===== config.mk =====
export PLATFORM = sky130hd
export DESIGN_NAME = sensor_frame_sched
export DESIGN_NICKNAME = d
export VERILOG_FILES = /design/src/rtl/sensor_frame_sched.sv
export SDC_FILE = /design/constraint.sdc
export NUM_CORES = 1
export LEC_CHECK = 0
export CORE_MARGIN = 3
export CORE_UTILIZATION = 40
export CTS_CLUSTER_DIAMETER = 120
export DETAILED_ROUTE_END_ITERATION = 16
export GPL_ROUTABILITY_DRIVEN = 0
export HOLD_SLACK_MARGIN = 0.12
export PLACE_DENSITY = 0.6
export SYNTH_ARGS = -nofsm -noshare
export SYNTH_HDL_FRONTEND = slang
export SYNTH_SLANG_ARGS = --single-unit

===== constraint.sdc =====
create_clock -name clk -period 8 [get_ports clk]
set_input_delay 1.6 -clock clk [delete_from_list [all_inputs] [get_ports clk]]
set_output_delay 1.6 -clock clk [all_outputs]
set_load 0.01 [all_outputs]

===== src/rtl/sensor_frame_sched.sv =====
// Frame/line timing scheduler: fval/lval generation plus a multi-channel ramp pixel stream.
// Define SENSOR_TRIGGER_EN to start each frame only on a pending i_trigger rising edge.
module sensor_frame_sched #(
  parameter int DATA_WIDTH  = 8,
  parameter int CHANNEL_NUM = 4,
  parameter int CNT_WIDTH   = 16
) (
  input  logic                              clk,
  input  logic                              reset_n,
  input  logic                              i_enable,
  input  logic [CNT_WIDTH-1:0]              iv_width,
  input  logic [CNT_WIDTH-1:0]              iv_height,
  input  logic [CNT_WIDTH-1:0]              iv_h_blank,
  input  logic [CNT_WIDTH-1:0]              iv_v_front,
  input  logic [CNT_WIDTH-1:0]              iv_v_tail,
  input  logic [CNT_WIDTH-1:0]              iv_v_blank,
  input  logic                              i_trigger,
  output logic                              o_fval,
  output logic                              o_lval,
  output logic [DATA_WIDTH*CHANNEL_NUM-1:0] ov_pix_data,
  output logic                              o_frame_done,
  output logic [CNT_WIDTH-1:0]              ov_frame_cnt
);

  localparam int SUM_WIDTH = CNT_WIDTH + 32;

  typedef enum logic [2:0] {
    ST_IDLE,
    ST_FRONT,
    ST_ACTIVE,
    ST_HBLANK,
    ST_TAIL,
    ST_VBLANK
  } state_t;

  state_t                  state_reg, state_next;
  logic [CNT_WIDTH-1:0]    phase_reg, phase_next;
  logic [CNT_WIDTH-1:0]    line_cnt_reg, line_cnt_next;
  logic [CNT_WIDTH-1:0]    pix_cnt_reg, pix_cnt_next;

  logic [CNT_WIDTH-1:0]    width_reg, height_reg, h_blank_reg;
  logic [CNT_WIDTH-1:0]    v_front_reg, v_tail_reg, v_blank_reg;
  logic                    latch_cfg;

  logic                    fval_reg, lval_reg, frame_done_reg;
  logic [CNT_WIDTH-1:0]    frame_cnt_reg;
  logic [DATA_WIDTH*CHANNEL_NUM-1:0] pix_data_reg, pix_data_next;

  logic                    trig_ok;
  logic                    start_ok;
  logic                    front_entry;

  // Phase counter is loaded with (length-1); a zero length behaves as one clock.
  function automatic logic [CNT_WIDTH-1:0] hold_len(input logic [CNT_WIDTH-1:0] len);
    return (len == '0) ? '0 : len - CNT_WIDTH'(1);
  endfunction

  assign front_entry = (state_next == ST_FRONT) && (state_reg != ST_FRONT);

`ifdef SENSOR_TRIGGER_EN
  logic trig_dly_reg;
  logic trig_pend_reg;

  always_ff @(posedge clk or negedge reset_n) begin
    if (!reset_n) begin
      trig_dly_reg  <= 1'b0;
      trig_pend_reg <= 1'b0;
    end else begin
      trig_dly_reg <= i_trigger;
      // A new rising edge wins over consumption so it is kept for the next frame.
      if (i_trigger && !trig_dly_reg)
        trig_pend_reg <= 1'b1;
      else if (front_entry)
        trig_pend_reg <= 1'b0;
    end
  end

  assign trig_ok = trig_pend_reg;
`else
  logic unused_trigger;
  assign unused_trigger = i_trigger;
  assign trig_ok        = 1'b1;
`endif

  // Validity is judged on the values being latched at this very edge.
  assign start_ok = i_enable && (iv_width != '0) && (iv_height != '0) && trig_ok;

  always_comb begin
    state_next    = state_reg;
    phase_next    = phase_reg;
    line_cnt_next = line_cnt_reg;
    pix_cnt_next  = pix_cnt_reg;
    latch_cfg     = 1'b0;

    unique case (state_reg)
      ST_IDLE: begin
        latch_cfg = 1'b1;
        if (start_ok) begin
          state_next    = ST_FRONT;
          phase_next    = hold_len(iv_v_front);
          line_cnt_next = '0;
        end
      end

      ST_FRONT: begin
        line_cnt_next = '0;
        if (phase_reg == '0) begin
          state_next   = ST_ACTIVE;
          phase_next   = width_reg - CNT_WIDTH'(1);
          pix_cnt_next = '0;
        end else begin
          phase_next = phase_reg - CNT_WIDTH'(1);
        end
      end

      ST_ACTIVE: begin
        if (phase_reg == '0) begin
          if (line_cnt_reg < height_reg - CNT_WIDTH'(1)) begin
            state_next    = ST_HBLANK;
            phase_next    = hold_len(h_blank_reg);
            line_cnt_next = line_cnt_reg + CNT_WIDTH'(1);
          end else begin
            state_next = ST_TAIL;
            phase_next = hold_len(v_tail_reg);
          end
        end else begin
          phase_next   = phase_reg - CNT_WIDTH'(1);
          pix_cnt_next = pix_cnt_reg + CNT_WIDTH'(1);
        end
      end

      ST_HBLANK: begin
        if (phase_reg == '0) begin
          state_next   = ST_ACTIVE;
          phase_next   = width_reg - CNT_WIDTH'(1);
          pix_cnt_next = '0;
        end else begin
          phase_next = phase_reg - CNT_WIDTH'(1);
        end
      end

      ST_TAIL: begin
        if (phase_reg == '0) begin
          state_next = ST_VBLANK;
          phase_next = hold_len(v_blank_reg);
        end else begin
          phase_next = phase_reg - CNT_WIDTH'(1);
        end
      end

      ST_VBLANK: begin
        if (phase_reg == '0) begin
          state_next = ST_IDLE;
          phase_next = '0;
          if (i_enable) begin
            latch_cfg = 1'b1;
            if (start_ok) begin
              state_next    = ST_FRONT;
              phase_next    = hold_len(iv_v_front);
              line_cnt_next = '0;
            end
          end
        end else begin
          phase_next = phase_reg - CNT_WIDTH'(1);
        end
      end

      default: begin
        state_next = ST_IDLE;
        phase_next = '0;
      end
    endcase
  end

  // Ramp value per channel, formed from the counters the next cycle will hold.
  generate
    for (genvar gi = 0; gi < CHANNEL_NUM; gi++) begin : g_chan
      logic [SUM_WIDTH-1:0] ramp_sum;
      assign ramp_sum = SUM_WIDTH'(pix_cnt_next) * SUM_WIDTH'(CHANNEL_NUM)
                      + SUM_WIDTH'(gi) + SUM_WIDTH'(line_cnt_next);
      assign pix_data_next[gi*DATA_WIDTH +: DATA_WIDTH] =
        (state_next == ST_ACTIVE) ? ramp_sum[DATA_WIDTH-1:0] : '0;
    end
  endgenerate

  always_ff @(posedge clk or negedge reset_n) begin
    if (!reset_n) begin
      state_reg      <= ST_IDLE;
      phase_reg      <= '0;
      line_cnt_reg   <= '0;
      pix_cnt_reg    <= '0;
      width_reg      <= '0;
      height_reg     <= '0;
      h_blank_reg    <= '0;
      v_front_reg    <= '0;
      v_tail_reg     <= '0;
      v_blank_reg    <= '0;
      fval_reg       <= 1'b0;
      lval_reg       <= 1'b0;
      pix_data_reg   <= '0;
      frame_done_reg <= 1'b0;
      frame_cnt_reg  <= '0;
    end else begin
      state_reg    <= state_next;
      phase_reg    <= phase_next;
      line_cnt_reg <= line_cnt_next;
      pix_cnt_reg  <= pix_cnt_next;
      if (latch_cfg) begin
        width_reg   <= iv_width;
        height_reg  <= iv_height;
        h_blank_reg <= iv_h_blank;
        v_front_reg <= iv_v_front;
        v_tail_reg  <= iv_v_tail;
        v_blank_reg <= iv_v_blank;
      end
      fval_reg       <= (state_next == ST_FRONT) || (state_next == ST_ACTIVE) ||
                        (state_next == ST_HBLANK) || (state_next == ST_TAIL);
      lval_reg       <= (state_next == ST_ACTIVE);
      pix_data_reg   <= pix_data_next;
      frame_done_reg <= (state_reg == ST_TAIL) && (state_next == ST_VBLANK);
      if ((state_reg == ST_TAIL) && (state_next == ST_VBLANK))
        frame_cnt_reg <= frame_cnt_reg + CNT_WIDTH'(1);
    end
  end

  assign o_fval       = fval_reg;
  assign o_lval       = lval_reg;
  assign ov_pix_data  = pix_data_reg;
  assign o_frame_done = frame_done_reg;
  assign ov_frame_cnt = frame_cnt_reg;

endmodule


==> results of run 1 <==
## power by group
part	internal (mW)	total [mW]	leakage [nW]	switching, mW
Clock	0.442	0.820	0.269	0.377
Combinational	0.0886	0.160	3.33	0.0718
Sequential	0.883	0.925	2.33	0.0429
## cells by family (layout without fill, tap and decap cells)
logic type,count (synthesis),in the layout,share of synthesized area
flip-flops,170,170,0.3992
AND/OR/NAND/NOR,403,403,0.1971
AO/OA/AOI/OAI,245,245,0.1450
XOR/XNOR,108,108,0.08876
adder cells (fa/ha/maj),37,37,0.04485
buffers and inverters,86,221,0.03288
multiplexers,88,88,0.09217
## final cells by class
| class | count | area, sq um |
|---|---|---|
| clock buffers | 21 | 450.4 |
| well taps | 335 | 419.2 |
| flip-flops and latches | 170 | 4254 |
| repair buffers | 153 | 1523 |
| clock inverters | 11 | 111.4 |
| inverters | 36 | 137.6 |
| multi-input cells | 881 | 6071 |
| fillers | 2480 | 13170 |
## path summary, 6_finish.rpt
kind / end / startpoint / slack, ns / cells after the start
worst max-delay path: ov_pix_data[31] / height_reg[3] / 1.36 / 24
worst min-delay path: ov_frame_cnt[15] / ov_frame_cnt[15] / 0.48 / 1
worst max register to register: ov_pix_data[31] / height_reg[3] / 1.36 / 24
worst min register to register: ov_frame_cnt[15] / ov_frame_cnt[15] / 0.48 / 1
max in group asynchronous: ov_pix_data[13] / reset_n / 5.19 / 2
min in group asynchronous: ov_pix_data[27] / reset_n / 1.24 / 1
## metal layers
metal,GRT usage,vias up,routed length (um)
li1,-,4387,-
met4,0.06828,0,687
met2,0.3411,238,13950
met3,0.02842,39,1251
met1,0.2606,4459,12610
met5,0,-,0
## cell usage in the layout, fill, tap and decap left out, types with 8 or more instances in the layout
cell type / netlist / layout
a21oi_1: 57 / 57
or3_1: 20 / 20
inv_1: 32 / 32
o21ai_1: 16 / 16
xor2_1: 50 / 50
clkdlybuf4s50_1: 0 / 148
nand4_1: 17 / 17
a31oi_1: 15 / 15
mux2_2: 81 / 81
nor3_1: 45 / 45
nor2b_1: 8 / 8
nand2_1: 76 / 76
o22ai_1: 8 / 8
o31ai_1: 11 / 11
nand2b_1: 9 / 9
xnor2_1: 58 / 58
nand3_1: 26 / 26
dfrtp_1: 170 / 170
clkbuf_16: 0 / 17
and3_1: 14 / 14
a21o_1: 9 / 9
nor4_1: 32 / 32
nor2_1: 109 / 109
a211oi_1: 9 / 9
ha_1: 35 / 35
o21ai_0: 59 / 59
## per-stage QoR
stage	total power [mW]	utilization	hold WS, ns	instance area (sq um)	setup slack [ns]
3_5_place_dp	1.100	0.4747	0.4652	12400	1.449
4_1_cts	1.922	0.4962	0.4790	12970	1.444
5_1_grt	1.974	0.4962	0.4995	12970	0.7076
6_report	1.905	0.4962	0.4757	12970	1.358
2_1_floorplan	1.014	-	0.4783	10660	2.463
3_3_place_gp	1.098	0.4747	0.4603	12400	1.603
==> flow_metrics.tcl, run 1 <==
set metrics [dict create \
    antenna_found_initial 0 \
    largest_register_ffs 30 \
    synth_nets 1274 \
    yosysMostFrequentCell "dfrtp_1" \
    dieArea_sq_um 28640 \
    core_sq_um 26130 \
    slowest_delay_ns 0.86 \
    die_w_um 169.2 \
    routed_wl_mm 28.50 \
    crit_path_frequent_cell "nand2_1" \
    leakage_nw 5.923 \
    synthDistinctLibCells 74 \
    cp_max_fo 17 \
    finalNonFillerCells 1607 \
    vias_per_cell 5.677 \
    period_needed_ns 6.642 \
    port-buffer-count 149 \
    num_rows 59 \
    synthArstFlopShare 1.000 \
    critPathSlowestCell "nor3_2" \
    cts_sinks 170 \
    cp_num_buf_inv 1 \
    maxSlewHeadroom 0.2801 \
    required_ns 8.36 \
    drive_above_1_share 0.1085 \
    first_pass_iters 5 \
    post_drt_wl_per_cell_um 17.73 \
    htreeDepth 4 \
    root_buffer "clkbuf_16" \
    end_kind "flop" \
    avgSynthCellArea_sq_um 9.372 \
    tightest_slew_ns 1.080 \
    drtAntennaViolNets 0 \
    synth_area_sq_um 10660 \
    vdd_drop_max_uv 135.7 \
    hold_viol_final 0 \
    drc 0 \
    ys_top_cells_by_area "dfrtp_1 (40%), mux2_2 (8.6%), xnor2_1 (4.8%), ha_1 (4.1%), xor2_1 (4.1%)" \
    synth-seq-cells 170 \
    rsz0062_at_grt "no" \
    drv_slew 0 \
    vias 9123 \
    drv_cap 0 \
    crit_chain "nor3_1, nand2b_1, nor4_1, nand2_1, or2_2, nor2_1, xnor2_1, ha_1, and3_1, a221oi_1, o21ai_1, nor3_2, nand4_1, a21o_1, nand2_1, o31ai_1, ha_1, nand2_1, nor3_1, inv_1, o21ai_0, a31oi_1, or3_1, a21oi_1" \
    synthCells 1137 \
    insertion_delay_ns 0.44 \
    tns_ns 0 \
    dominantRegCellSynth "dfrtp_1" \
    nets 1396 \
    cts_resized 0 \
    fp.dieH_um 169.2 \
    crit_arrival_ns 7.00 \
    grt-ovfl-total 0 \
    cts_tree "built" \
    yosysWarnings 0 \
    path_class "reg -> reg" \
    placed_cells 1575 \
    setup_viol 0 \
    critPathLaunchType "flop" \
    fin_skew_ns 0.008077 \
    hold_buffers 0 \
    antennaDiodeCount 0 \
    initial_utilization 0.4078 \
    clock_path_buffers 2 \
    status "finished, final reports clean" \
    drt_iter0_drc 740 \
    area_delta_synth_final_pct 21.67 \
    grt_pass1_wl_mm 46.53 \
    synth-edff-count 0 \
    ios 151 \
    ys_seq_area_frac 0.3992 \
    dp_hpwl_mm 21.24 \
    yosys.area.top_type "dfrtp_1" \
    cts_setup_buffers 0 \
    netlist.area_leader.share 0.3992 \
    critPathTopFamily "simple AND/OR/NAND/NOR gates" \
    grt_util_all_layers 0.1995 \
    hp-class "reg -> reg" \
    grt_pass1_vias 8957 \
    numCtsBuffers 17 \
    clk_pin_slew_ns 0.07 \
    grt_max_degree 98 \
    ys_top_cells_by_count "dfrtp_1 (170), nor2_1 (109), mux2_2 (81)" \
    p_per_area_nw_per_um2 147.0 \
    clock.fmax_ghz 0.1506 \
    fin_crit_sh 0.8302 \
]
No activity file was read; power rests on OpenSTA's default activity.
==> run 2: changes to the inputs <==
==> constraint.sdc (replaced) <==
create_clock -name clk -period 6.3 [get_ports clk]
set_input_delay 1.26 -clock clk [delete_from_list [all_inputs] [get_ports clk]]
set_output_delay 1.26 -clock clk [all_outputs]
set_load 0.01 [all_outputs]
==> run 2 against run 1 <==
Cell area grew 0.98%. First-iteration DRC count grew 3.5%. Sequential cell count is the same. Clock power is 27% higher. Non-clock buffer count up 16. Sequential power up 28%. Via count increased by 1.0%. Clock-buffer cell count stayed put.
==> flow_metrics.tcl, run 2 (synthesized netlist as in run 1, its figures left out) <==
set metrics [dict create \
    status "finished, final reports clean" \
    crit_chain "nor3_1, nand2b_1, nor4_1, nand2_1, or2_2, nor2_1, xnor2_1, ha_1, and3_1, a221oi_1, o21ai_1, nor3_4, buf_4, a21oi_1, o21ai_0, o31ai_1, ha_1, fa_1, a21oi_1, nor2_1, nor2_1, o21ai_0, xnor2_1, nor2_1" \
    fin_skew_ns 0.009385 \
    rsz0062_at_grt "no" \
    required_ns 6.61 \
    final_cell_area_sq_um 13090 \
    drtAntennaViolNets 0 \
    drive_above_1_share 0.1196 \
    drv_slew 0 \
    die_w_um 169.2 \
    setup_viol 0 \
    vias 9214 \
    numCtsBuffers 17 \
    post_drt_wl_per_cell_um 17.64 \
    dieArea_sq_um 28640 \
    first_pass_iters 5 \
    critPathSlowestCell "a221oi_1" \
    clock_path_buffers 2 \
    grt_pass1_vias 8931 \
    antennaDiodeCount 0 \
    crit_path_frequent_cell "nor2_1" \
    drt_iter0_drc 766 \
    final.fill_count 2484 \
    p_per_area_nw_per_um2 184.7 \
    cts_tree "built" \
    vdd_drop_max_uv 119.1 \
    insertion_delay_ns 0.44 \
    period_needed_ns 5.793 \
    grt_max_degree 81 \
    root_buffer "clkbuf_16" \
    num_rows 59 \
    drc 0 \
    nets 1412 \
    largest_register_ffs 30 \
    hp-class "reg -> reg" \
    maxSlewHeadroom 0.3119 \
    cts_resized 0 \
    antenna_found_initial 0 \
    mostFrequentLayoutCell "dfrtp_1" \
    swShare 0.2575 \
    fin_total_pwr_mw 2.419 \
    cp_max_fo 12 \
    end_kind "flop" \
    cts_setup_buffers 0 \
    placed_area_sq_um 12520 \
    drv_cap 0 \
    vias_per_cell 5.677 \
    cts_sinks 170 \
    p_sw_mw 0.6229 \
    grt_pass1_wl_mm 46.75 \
    grt-ovfl-total 0 \
    layout_common_cells "dfrtp_1 (170), clkdlybuf4s50_1 (148), nor2_1 (109)" \
    p_comb_frac 0.084 \
    tns_ns 0 \
    fp.dieH_um 169.2 \
    path_class "reg -> reg" \
    area_delta_synth_final_pct 22.87 \
    leakage_nw 6.003 \
    htreeDepth 4 \
    critPathLaunchType "flop" \
    pwr-share-seq 0.486 \
    p_int_mw 1.796 \
    tightest_slew_ns 1.024 \
    port-buffer-count 149 \
    core_sq_um 26130 \
    hold_buffers 0 \
    grt_util_all_layers 0.2008 \
    fin_crit_sh 0.9196 \
    slowest_delay_ns 0.53 \
    hold_viol_final 0 \
    clockPowerShare 0.430 \
    routed_wl_mm 28.63 \
    ios 151 \
    clock.fmax_ghz 0.1726 \
    initial_utilization 0.4078 \
    dp_hpwl_mm 21.28 \
    clk_pin_slew_ns 0.07 \
    crit_arrival_ns 6.10 \
]
[run 2: cell count changes in the layout (fill, tap and decap cells not counted), sizes merged]
cell,delta
clkinvlp,+1
clkinv,-1
buf,+16
[run 2: path summary, 6_finish.rpt]
check / slack (ns) / end / startpoint / cells past startpoint
worst max-delay path: 0.51 / ov_pix_data[30] / height_reg[3] / 24
worst min register to register: 0.47 / ov_frame_cnt[15] / ov_frame_cnt[15] / 1
worst min-delay path: 0.47 / ov_frame_cnt[15] / ov_frame_cnt[15] / 1
min in group asynchronous: 0.86 / ov_pix_data[20] / reset_n / 1
worst max register to register: 0.51 / ov_pix_data[30] / height_reg[3] / 24
max in group asynchronous: 4.31 / height_reg[14] / reset_n / 2
[run 2: area by class of cell]
class | count | area, sq um | share of cell area
clock buffers | 21 | 450.4 | 0.03440
inverters | 36 | 137.6 | 0.01051
clock inverters | 11 | 112.6 | 0.008600
well taps | 335 | 419.2 | 0.03201
multi-input cells | 881 | 6077 | 0.4641
repair buffers | 169 | 1643 | 0.1255
flip-flops and latches | 170 | 4254 | 0.3249
[run 2: per-layer routing]
layer / vias up / GRT usage / wire [um]
li1: 4426 / - / -
met1: 4434 / 0.2622 / 12570
met2: 303 / 0.3401 / 13980
met3: 51 / 0.03424 / 1408
met4: 0 / 0.06721 / 660
met5: - / 0 / 0
[run 2: stage by stage]
step | utilization | cells | hold slack (ns) | setup WS, ns
after floorplan | - | 1137 | 0.4783 | 0.7635
after global placement | 0.4793 | 1591 | 0.4608 | 0.5950
after detailed placement | 0.4793 | 1591 | 0.4651 | 0.5133
after CTS | 0.5008 | 1623 | 0.4750 | 0.4736
after global routing | 0.5011 | 1623 | 0.5041 | 0.01619
final | 0.5011 | 1623 | 0.4654 | 0.5066
[run 2: power groups by stage]
stage                     Clock [mW]  Sequential [mW]  Combinational [mW]
final                           1.04             1.18               0.203
after global routing            1.11             1.18               0.226
after CTS                       1.06             1.17               0.205
after detailed placement           0             1.19               0.204
after global placement             0             1.19               0.202
after floorplan                    0             1.17               0.117
[run 2: critical path, delay by kind of cell, from the launching register on]
family,cells,cell delay [ns]
compound gates,7,1.58
fa+ha+maj,3,1.06
flops,1,0.41
buf+inv,1,0.25
xor+xnor,2,0.29
simple gates,11,2.08
==> patch 1, RTL diff (settings of run 1) <==
Change the parameter `DATA_WIDTH` from 8 to 12.
--- a/src/rtl/sensor_frame_sched.sv
+++ b/src/rtl/sensor_frame_sched.sv
@@ -2,5 +2,5 @@
 // Define SENSOR_TRIGGER_EN to start each frame only on a pending i_trigger rising edge.
 module sensor_frame_sched #(
-  parameter int DATA_WIDTH  = 8,
+  parameter int DATA_WIDTH  = 12,
   parameter int CHANNEL_NUM = 4,
   parameter int CNT_WIDTH   = 16
Ports: changed (resized ov_pix_data); port bits go from 151 to 167. No check against the original RTL was run, so the function may have changed too.
==> patch 1 against run 1 <==
  * Area after synthesis up 9.3%
  * Routed wire length rose by 8.0%
  * Die area is 8.9% higher
  * Sequential cell count up 20
  * Setup slack better by 23 ps
  * Worst hold slack better by 4.2 ps
  * Non-clock buffer count is 20 higher
  * Design area rose by 9.3%
Power is not compared: it rests on default switching activity, and its combinational part moved more than twofold at a synthesized area within 25%.
==> patch 1: results (changes against run 1) <==
Run status
  – Outcome: finished clean (unchanged)

Clock tree
  – Clock slew at reported path FFs: 80 ps
  – CTS Root Cell: clkbuf_16 (unchanged)
  – Max H-tree Level: 4 (unchanged)
  – Worst-Skew Late Latency: 440 ps (about the same)

Final layout
  – Filler instances: 2,675 (was 2,480)
  – Max FFs per register: 46 (was 30)
  – N_diodes: 0 (unchanged)
  – Utilization after layout: 50.19% (was 49.62%)
  – Layout cells sized above 1: 9.592% (was 10.85%)
  – Final Net Count: 1,525 (was 1,396)

Global route
  – All-layer global routing usage: 20.02% (was 19.95%)
  – Initial antenna violation count: 0 (unchanged)
  – Vias in the first global route: 9,574 (was 8,957)
  – Largest net degree at the start of global routing: 77 (was 98)
  – First-pass GRT wire length: 50,580 µm (was 46,530 µm)
  – GRT overflow: 0 (unchanged)

Synth
  – Synth Area per Inst: 9.329 µm² (was 9.372 µm²)
  – Seq/Total Area, Yosys: 40.84% (was 39.92%)
  – Synth Area in Adders: 4.535% (was 4.485%)
  – Post-synth top flop: dfrtp_1 (unchanged)
  – Xor/xnor share of the synthesized area: 10.02% (was 8.876%)
  – Syn. warnings: 0 (unchanged)
  – Number of library cell types mapped by synthesis: 78 (was 74)
  – Largest cells by area after synthesis: dfrtp_1 41%, mux2_2 6.4%, xnor2_1 6.1% (was dfrtp_1 40%, mux2_2 8.6%, xnor2_1 4.8%)
  – Syn nets: 1,389 (was 1,274)
  – Async SR Flop Fraction: 100.0% (unchanged)
  – Multiplexer share of the synthesized area: 7.372% (was 9.217%)
  – Top post-synthesis cells by count: 190 x dfrtp_1, 111 x o21ai_0, 106 x nand2_1 (was 170 x dfrtp_1, 109 x nor2_1, 81 x mux2_2)
  – Synth Area in Compound Gates: 16.22% (was 14.50%)

Power
  – Sequential power: 1.39 mW
  – Clk pwr share: 28.7%
  – Highest ir drop seen on vdd: 119.5 µV
  – Final Power: 2.937 mW

STA
  – Worst rel slew slack: 21.26% (was 28.01%)
  – Clk_skew: 12.17 ps (was 8.077 ps)

Place
  – Area post-placement: 13,610 µm² (was 12,400 µm²)
  – Cells after DPL: 1,743 (was 1,575)
  – Port bufs: 165 (was 149)
  – Pre-CTS WS: 1434 ps (was 1449 ps)
  – Dpl hpwl: 23,040 µm (was 21,240 µm)

Detailed routing
  – Post-DR vias/cell: 5.543 (was 5.677)
  – DRT Pass-1 Iters: 6 (was 5)
  – Initial DRC count: 691 (was 740)
  – Post-Route M1 WL: 15,080 µm (was 12,610 µm)
  – Drt wl/cell: 17.34 µm (was 17.73 µm)
  – Routed wl met3: 1767 µm (was 1251 µm)
  – Post-Route WL: 30,770 µm (was 28,500 µm)
  – Met2 wire length: 13,630 µm (was 13,950 µm)
  – Highest metal used: met4 (unchanged)

Hold path
  – Hold Path Class: register to register (unchanged)

Critical path
  – Max FO, Critical Path: 23 (was 17)
  – Slowest stage delay, CP: 710 ps (was 860 ps)
  – Worst Path Arrival: 6940 ps (was 7000 ps)
  – Crit path max-delay family: simple AND/OR/NAND/NOR gates (unchanged)
  – Critical Path Slowest Stage Cell: and3_1 (was nor3_2)
-- patch 1: metal layers --
metal	up-vias	global-route usage (%)
li1	4793	-
met1	4704	30.19
met2	316	31.05
met3	26	2.667
met4	0	3.797
met5	-	0
-- patch 1: final cells by class --
type,count,share of cell area (%)
clock inverter,13,0.8915
inverter,35,0.9268
timing repair buffer,173,12.10
multi-input combinational,967,46.08
tap,378,3.337
sequential,190,33.54
clock buffer,19,3.125
-- patch 1: final timing paths --
check | startpoint | to | slack, ps | cells past startpoint
max | height_reg[3] | ov_pix_data[35] | 1380 | 22
min | ov_frame_cnt[15] | ov_frame_cnt[15] | 480 | 1
max reg2reg | height_reg[3] | ov_pix_data[35] | 1380 | 22
min reg2reg | ov_frame_cnt[15] | ov_frame_cnt[15] | 480 | 1
max in group asynchronous | reset_n | h_blank_reg[13] | 5560 | 2
min in group asynchronous | reset_n | ov_frame_cnt[8] | 1170 | 1
==> patch 2, RTL diff (flow settings as in run 1) <==
Without the edit above. Register the output `ov_frame_cnt` once more, cleared by the reset; this adds one clock of latency there. The other outputs are not delayed to match.
--- a/src/rtl/sensor_frame_sched.sv
+++ b/src/rtl/sensor_frame_sched.sv
@@ -228,5 +228,11 @@
   assign ov_pix_data  = pix_data_reg;
   assign o_frame_done = frame_done_reg;
-  assign ov_frame_cnt = frame_cnt_reg;
+  always_ff @(posedge clk or negedge reset_n) begin
+    if (!reset_n) begin
+      ov_frame_cnt <= '0;
+    end else begin
+      ov_frame_cnt <= frame_cnt_reg;
+    end
+  end
 
 endmodule
Function: changed (Yosys sat finds a counterexample within 10 cycles, from zero or initial values and one cycle with reset_n low).
==> patch 2 against run 1 <==
  * Non-clock buffer count increased by 6
  * First-iteration DRC count fell by 4.5%
  * Area after synthesis increased by 3.4%
  * Critical path depth down 5
  * Highest routed layer unchanged
  * Sequential cell count up 16
  * Design area is 3.5% higher
  * Setup slack better by 840 ps
  * Sequential share of layout area is 1.9 points higher
  * Routed wire length rose by 4.4%
Power is not compared: it rests on default switching activity, and its combinational part moved more than twofold at a synthesized area within 25%.
==> patch 2: results (changes against run 1) <==
Final layout
  – Final Net Count: 1,409 (was 1,396)
  – Final Non-Filler Cells: 1,626 (was 1,607)
  – Footprint of the multi-input gates: 6006 µm² (was 6071 µm²)
  – Nonclk buf count: 159 (was 153)
  – Layout cells sized above 1: 9.416% (was 10.85%)
  – Clock buffer count: 17 (was 21)
  – Seq/total area: 34.69% (was 32.81%)
  – Filler instances: 2,548 (was 2,480)
  – Multi-In Gates: 872 (was 881)
  – Clock-cell share: 4.654% (was 4.333%)
  – Signal buffers share of area: 11.70% (was 11.74%)

Synth
  – Top post-synthesis cells by count: 186 x dfrtp_1, 95 x nor2_1, 88 x o21ai_0 (was 170 x dfrtp_1, 109 x nor2_1, 81 x mux2_2)
  – Syn nets: 1,288 (was 1,274)
  – Largest cells by area after synthesis: dfrtp_1 42%, mux2_2 5.8%, xnor2_1 5.2% (was dfrtp_1 40%, mux2_2 8.6%, xnor2_1 4.8%)
  – Synth Area in Compound Gates: 15.38% (was 14.50%)
  – Seq/Total Area, Yosys: 42.23% (was 39.92%)
  – Syn. warnings: 0 (unchanged)
  – Syn Inst Count: 1,151 (was 1,137)
  – Multiplexer share of the synthesized area: 8.174% (was 9.217%)
  – Yosys reg bits: 186 (was 170)
  – Number of library cell types mapped by synthesis: 80 (was 74)
  – Xor/xnor share of the synthesized area: 8.424% (was 8.876%)
  – Async SR Flop Fraction: 100.0% (unchanged)
  – Synth Area in Adders: 4.337% (was 4.485%)

Critical path
  – Max FO, Critical Path: 11 (was 17)
  – Critical Path Slowest Stage Cell: nor2_1 (was nor3_2)
  – Worst Path Arrival: 6160 ps (was 7000 ps)
  – Flop2flop setup slack: 2200 ps (was 1360 ps)
  – Slowest stage delay, CP: 580 ps (was 860 ps)
  – R2r worst-path depth: 19 (was 24)

STA
  – Clk_skew: 16.40 ps (was 8.077 ps)
  – Worst rel slew slack: 30.50% (was 28.01%)
  – Tmin final: 5799 ps (was 6642 ps)

Clock tree
  – Clock slew at reported path FFs: 90 ps (was 70 ps)

Detailed routing
  – Routed wl met3: 1449 µm (was 1251 µm)
  – Via Count: 9,259 (was 9,123)
  – Initial DRC count: 707 (was 740)
  – Met2 wire length: 14,080 µm (was 13,950 µm)
  – Post-Route WL: 29,760 µm (was 28,500 µm)
  – Post-Route M1 WL: 13,350 µm (was 12,610 µm)
  – DRT Pass-1 Iters: 7 (was 5)

Place
  – Pre-CTS WS: 2142 ps (was 1449 ps)
  – Dpl hpwl: 22,020 µm (was 21,240 µm)

Global route
  – Met3 GRT Util: 3.132% (was 2.842%)
  – Vias in the first global route: 8,886 (was 8,957)
  – Largest net degree at the start of global routing: 111 (was 98)
  – GR Layer Usage met1: 26.98% (was 26.06%)
  – Global Route met2 Usage: 33.87% (was 34.11%)
  – All-layer global routing usage: 20.27% (was 19.95%)
  – First-pass GRT wire length: 47,620 µm (was 46,530 µm)

Hold path
  – Hold Path Sink: ov_frame_cnt[6] (was ov_frame_cnt[15])
  – Hold path start: frame_cnt_reg[6] (was ov_frame_cnt[15])
  – Hold path depth: 0 (was 1)

Run status
  – Outcome: finished clean (unchanged)
-- patch 2: cell count changes in the layout (fill, tap and decap cells not counted), moves of 7 or more --
cell,run 1,this run
a31oi_1,15,29
nor4_1,32,25
nand2_1,76,85
dfrtp_1,170,186
o21ai_0,59,88
a21oi_1,57,41
xnor2_1,58,66
o21ai_1,16,5
mux2_2,81,57
nor2_1,109,95
mux2_1,0,15
clkinv_8,0,8
xor2_1,50,40
-- patch 2: through the flow --
stage / utilization, % / cell area, µm² / hold WS [ps]
floorplan: - / 11020 / 353.7
global placement: 47.33 / 12790 / 365.8
detailed placement: 47.33 / 12790 / 370.1
CTS: 49.64 / 13420 / 397.0
global route: 49.64 / 13420 / 413.8
finish: 49.64 / 13420 / 397.0
-- patch 2: power breakdown --
group / switching [mW] / leakage, nW / total (mW) / internal, mW
clock: 0.458 / 0.298 / 0.886 / 0.429
combinational: 0.306 / 2.68 / 0.660 / 0.353
sequential: 0.237 / 2.38 / 1.35 / 1.11
